==> config.mk <==
export PLATFORM = sky130hd
export DESIGN_NAME = rr_reg_arbiter
export DESIGN_NICKNAME = d
export VERILOG_FILES = /design/src/rtl/rr_reg_arbiter.sv
export SDC_FILE = /design/constraint.sdc
export NUM_CORES = 1
export LEC_CHECK = 0
export BUFFER_PORTS_ARGS = -buffer_cell sky130_fd_sc_hd__clkbuf_2
export CORE_MARGIN = 1
export CORE_UTILIZATION = 54
export CTS_BUF_LIST = sky130_fd_sc_hd__clkbuf_2 sky130_fd_sc_hd__clkbuf_4 sky130_fd_sc_hd__clkbuf_8
export DETAILED_ROUTE_END_ITERATION = 16
export PLACE_DENSITY = 0.87
export SLEW_MARGIN = 20
export SYNTH_ARGS = -nofsm -noshare
export SYNTH_HDL_FRONTEND = slang
export SYNTH_SLANG_ARGS = --single-unit
==> constraint.sdc <==
create_clock -name clk_i -period 6.1 [get_ports clk_i]
set_input_delay 1.22 -clock clk_i [delete_from_list [all_inputs] [get_ports clk_i]]
set_output_delay 1.22 -clock clk_i [all_outputs]
set_load 0.03 [all_outputs]
==> src/rtl/rr_reg_arbiter.sv <==
// rr_reg_arbiter
//   Round-robin arbiter in front of one shared enabled register. Requesters
//   offer data over valid/ready. The winner's data is loaded into the
//   register, and then grants are blocked for hold_cycles_p cycles so the
//   register stays stable.
//
// Ports
//   clk_i       : clock, all state updates on posedge
//   reset_i     : asynchronous, active-low reset
//   valid_i     : per-requester request
//   data_i      : requester k data in [k*width_p +: width_p]
//   ready_o     : one-hot-or-zero grant (combinational)
//   q_o         : shared register contents
//   grant_id_o  : index of the requester that last wrote q_o
//   update_o    : one-cycle pulse, q_o changed this cycle
//   busy_o      : high while holding after a write
module rr_reg_arbiter #(
    parameter int unsigned num_req_p     = 4,
    parameter int unsigned width_p       = 8,
    parameter int unsigned hold_cycles_p = 2,
    localparam int unsigned id_w_lp      = (num_req_p > 1) ? $clog2(num_req_p) : 1
) (
    input  logic                           clk_i,
    input  logic                           reset_i,
    input  logic [num_req_p-1:0]           valid_i,
    input  logic [num_req_p*width_p-1:0]   data_i,
    output logic [num_req_p-1:0]           ready_o,
    output logic [width_p-1:0]             q_o,
    output logic [id_w_lp-1:0]             grant_id_o,
    output logic                           update_o,
    output logic                           busy_o
);

    localparam int unsigned cnt_w_lp =
        (hold_cycles_p > 0) ? $clog2(hold_cycles_p + 1) : 1;

    typedef enum logic [0:0] {
        ST_IDLE = 1'b0,
        ST_HOLD = 1'b1
    } state_e;

    state_e                state_q, state_d;
    logic [cnt_w_lp-1:0]   cnt_q, cnt_d;
    logic [id_w_lp-1:0]    ptr_q, ptr_d;
    logic [width_p-1:0]    q_q, q_d;
    logic [id_w_lp-1:0]    grant_id_q, grant_id_d;
    logic                  update_q, update_d;

    logic                  any_valid;
    logic [id_w_lp-1:0]    winner_id;
    logic [num_req_p-1:0]  winner_oh;
    logic [width_p-1:0]    winner_data;
    logic                  handshake;

    // Scan ptr, ptr+1, ... (mod num_req_p); the first valid found wins.
    always_comb begin
        int unsigned        idx;
        logic [id_w_lp-1:0] idx_w;
        any_valid = 1'b0;
        winner_id = '0;
        winner_oh = '0;
        for (int unsigned i = 0; i < num_req_p; i++) begin
            idx = int'(ptr_q) + i;
            if (idx >= num_req_p) begin
                idx = idx - num_req_p;
            end
            idx_w = id_w_lp'(idx);
            if (!any_valid && valid_i[idx_w]) begin
                any_valid        = 1'b1;
                winner_id        = idx_w;
                winner_oh[idx_w] = 1'b1;
            end
        end
    end

    // One-hot AND-OR mux of the winner's data.
    always_comb begin
        winner_data = '0;
        for (int unsigned k = 0; k < num_req_p; k++) begin
            winner_data = winner_data |
                          (data_i[k*width_p +: width_p] & {width_p{winner_oh[k]}});
        end
    end

    // Grants are suppressed in HOLD and, combinationally, while reset is held.
    always_comb begin
        handshake = any_valid && (state_q == ST_IDLE) && reset_i;
        ready_o   = handshake ? winner_oh : '0;
    end

    always_comb begin
        state_d    = state_q;
        cnt_d      = cnt_q;
        ptr_d      = ptr_q;
        q_d        = q_q;
        grant_id_d = grant_id_q;
        update_d   = 1'b0;
        unique case (state_q)
            ST_IDLE: begin
                if (handshake) begin
                    q_d        = winner_data;
                    grant_id_d = winner_id;
                    update_d   = 1'b1;
                    if (winner_id == id_w_lp'(num_req_p - 1)) begin
                        ptr_d = '0;
                    end else begin
                        ptr_d = winner_id + 1'b1;
                    end
                    if (hold_cycles_p > 0) begin
                        state_d = ST_HOLD;
                        cnt_d   = cnt_w_lp'(hold_cycles_p);
                    end
                end
            end
            ST_HOLD: begin
                // Last hold cycle when the counter reaches 1.
                if (cnt_q <= cnt_w_lp'(1)) begin
                    state_d = ST_IDLE;
                    cnt_d   = '0;
                end else begin
                    cnt_d = cnt_q - 1'b1;
                end
            end
            default: begin
                state_d = ST_IDLE;
                cnt_d   = '0;
            end
        endcase
    end

    always_ff @(posedge clk_i or negedge reset_i) begin
        if (!reset_i) begin
            state_q    <= ST_IDLE;
            cnt_q      <= '0;
            ptr_q      <= '0;
            q_q        <= '0;
            grant_id_q <= '0;
            update_q   <= 1'b0;
        end else begin
            state_q    <= state_d;
            cnt_q      <= cnt_d;
            ptr_q      <= ptr_d;
            q_q        <= q_d;
            grant_id_q <= grant_id_d;
            update_q   <= update_d;
        end
    end

    assign q_o        = q_q;
    assign grant_id_o = grant_id_q;
    assign update_o   = update_q;
    assign busy_o     = (state_q == ST_HOLD);

endmodule

==> reports/qor.yml <==
grt:
  use_met1_pct: 34.1
  grt_busiest_layer: "met2"
  grt_pass1_wl_um: 5650
  use_met3_pct: 2.90
  grt_usage_pct: 28.5
  grt_max_degree: 28
  grt_pass1_vias: 1253
  use_met2_pct: 52.5
  gr-total-overflow: 0
  antenna_found_initial: 0
placed_design:
  dp.cells: 218
  postPlaceCellArea_um2: 1630
  post-dp-hpwl_um: 2850
  post-place-ws_ns: 1.53
  io_buffers: 53
  gp_congestion: 0.855
clock_tree:
  cts.clk_slew.worst_paths_ns: 0.10
  hold_buffers: 0
  ctsResizeCount: 0
  postCtsSetupBuffers: 0
  cts-root-buf: "clkbuf_4"
  insertion_delay_ns: 0.29
  cts_buffer_depth: 2
  htree_levels: 1
  numCtsBuffers: 3
  cts_sinks: 16
  cts_tree: "built"
sta:
  drv_slew: 0
  clock_skew_ns: 0.00732
  relSlewSlack_pct: 55.3
  hold_viol: 0
  setup_slack_ns: 1.41
  fin_tns_setup_ns: 0
  whs_ns: 0.516
  post-route-period-util_pct: 76.9
  max_freq_mhz: 213
  worst_pin_slew_ns: 0.670
  rsz0062_at_grt: "no"
  setup_viol: 0
  layout_min_cycle_time_ns: 4.69
power_and_ir_drop:
  p_per_area_nw_per_um2: 616
  switchingPower_mw: 0.548
  combPwrFrac_pct: 74.1
  p_leak_nw: 0.779
  clkPwrFrac_pct: 6.8
  peakVddDrop_mv: 0.442
  intPower_mw: 0.481
  p_sw_share_pct: 53.3
  seq_power_share_pct: 19.0
  power.total_mw: 1.03
die:
  core_area_um2: 2300
  start_util_pct: 59.5
  die-area_um2: 2740
  die_w_um: 52.3
  row_count: 17
  die_h_um: 52.3
  pin_count: 54
worst_setup_path:
  cp_slowest_cell: "o2bb2ai_1"
  path_max_fanout: 27
  path_buf_inv: 3
  crit_type: "reg -> out"
  critPathCaptureType: "output pin"
  rr_worst_depth: 9
  arrival_ns: 3.47
  cp_top_family: "multiplexers"
  cp_cell_sequence: "buf_4, inv_1, ha_1, mux2i_1, mux2_2, a221oi_1, o2bb2ai_1, and2_1, clkbuf_2"
  path_depth: 9
  start_kind: "register"
  crit_required_ns: 4.88
  cpPeakStageDelay_ns: 0.56
yosys:
  async_reset_ff_share_pct: 100
  synth_ff_type: "dfrtp_1"
  synthTopCellsByArea: "dfrtp_1, ha_1, a222oi_1"
  avgSynthCellArea_um2: 9.43
  synth_seq_cells: 16
  netlist.top_cell.by_area: "dfrtp_1"
  post-synth-top-area-fraction_pct: 29.3
  synth_edf_count: 0
  yosys.cell_types.count: 40
  synth_nets: 190
  synth_seq_area_share_pct: 29.3
  synth_cells: 145
  syn_area_um2: 1370
  ys_warn_count: 0
drt:
  via_count: 1401
  drc_errors: 0
  wl_um: 3760
  routed_via_density: 6.31
  drt_iter0_drc: 60
  routedWlPerCell_um: 16.9
  dr.pass1.iters: 5
  antenna_left: 0
layout:
  nFillCells: 185
  layout-area-overhead-vs-synth_pct: 22.0
  multi_input_area_um2: 906
  final_area_um2: 1670
  drive_above_1_share_pct: 36.1
  n_antenna_cell: 0
  nets: 240
  regArea_um2: 400
  fin_util_pct: 72.7
  final_cells: 222
flow_run:
  cap_viol_max_count: 0
outcome:
  status: "finished clean"
hold_path:
  holdPathStages: 1
  hp-class: "reg -> reg"
==> worst paths after layout <==
kind	startpoint	to	slack, ns
setup / recovery	ptr_q[0]	ready_o[1]	1.41
hold / removal	grant_id_o[1]	grant_id_o[1]	0.52
setup reg to reg	ptr_q[0]	q_o[0]	2.90
hold reg to reg	grant_id_o[1]	grant_id_o[1]	0.52
max in group asynchronous	reset_i	q_o[0]	4.95
min in group asynchronous	reset_i	ptr_q[0]	0.85
==> layer usage <==
metal | up-vias | share of wire [%]
li1 | 660 | -
met1 | 666 | 39
met2 | 67 | 53
met3 | 8 | 6.2
met4 | 0 | 1.7
met5 | - | 0
==> synthesized netlist by cell type, drive strengths merged (2+ instances only) <==
cell     instances
o2bb2ai          4
a221oi           2
and2             4
a31o             2
o22ai            7
mux4             3
a21o             3
mux2             3
dfrtp           16
a31oi            8
clkbuf           4
inv              3
ha               7
o21ai            6
buf              6
mux2i            7
a222oi           8
a211oi           3
nand2           15
nor2b            5
nor2            13
nand2b           5
==> power groups by stage <==
stage | registers, mW | logic, mW | clock network [mW]
2_1_floorplan | 0.263 | 0.515 | 0
3_3_place_gp | 0.193 | 0.723 | 0
3_5_place_dp | 0.197 | 0.755 | 0
4_1_cts | 0.195 | 0.756 | 0.0708
5_1_grt | 0.204 | 0.822 | 0.0766
6_report | 0.196 | 0.762 | 0.0704
==> cell usage in the layout (no fill, tap or decap), drive strengths merged <==
cell type	synthesis	layout
clkbuf	4	57
dfrtp	16	16
nand2	15	15
nor2	13	13
a222oi	8	8
a31oi	8	8
mux2i	7	7
o22ai	7	7
ha	7	7
o21ai	6	6
nand2b	5	5
nor2b	5	5
and2	4	4
o2bb2ai	4	4
inv	3	3
a21o	3	3
a211oi	3	3
mux2	3	3
mux4	3	3
buf	6	2
a31o	2	2
a221oi	2	2
a22oi	1	1
or2	1	1
or3	1	1
a32oi	1	1
o221ai	1	1
o31ai	1	1
nor3b	1	1
xnor2	1	1
a21oi	1	1
nand3b	1	1
a32o	1	1
==> area by class of cell <==
class / count / area share, %
multi-input combinational: 116 / 54.3
sequential: 16 / 24.0
timing repair buffer: 55 / 16.8
clock buffer: 4 / 2.17
tap: 28 / 2.10
inverter: 3 / 0.675
==> cell families (layout without fill, tap and decap cells) <==
family / after synthesis / count (layout) / synth area share [%]
AO/OA/AOI/OAI: 49 / 49 / 29.0
AND/OR/NAND/NOR: 46 / 46 / 17.1
flip-flops: 16 / 16 / 29.3
multiplexers: 13 / 13 / 13.1
buffers and inverters: 13 / 62 / 4.48
adder cells (fa/ha/maj): 7 / 7 / 6.40
XOR/XNOR: 1 / 1 / 0.641
==> flip-flops by register name, indices dropped and copies added, names as in the netlist <==
signal	flops
q_o	8
busy_o	1
grant_id_o	2
cnt_q	2
update_o	1
ptr_q	2
No activity file was read; power rests on OpenSTA's default activity.
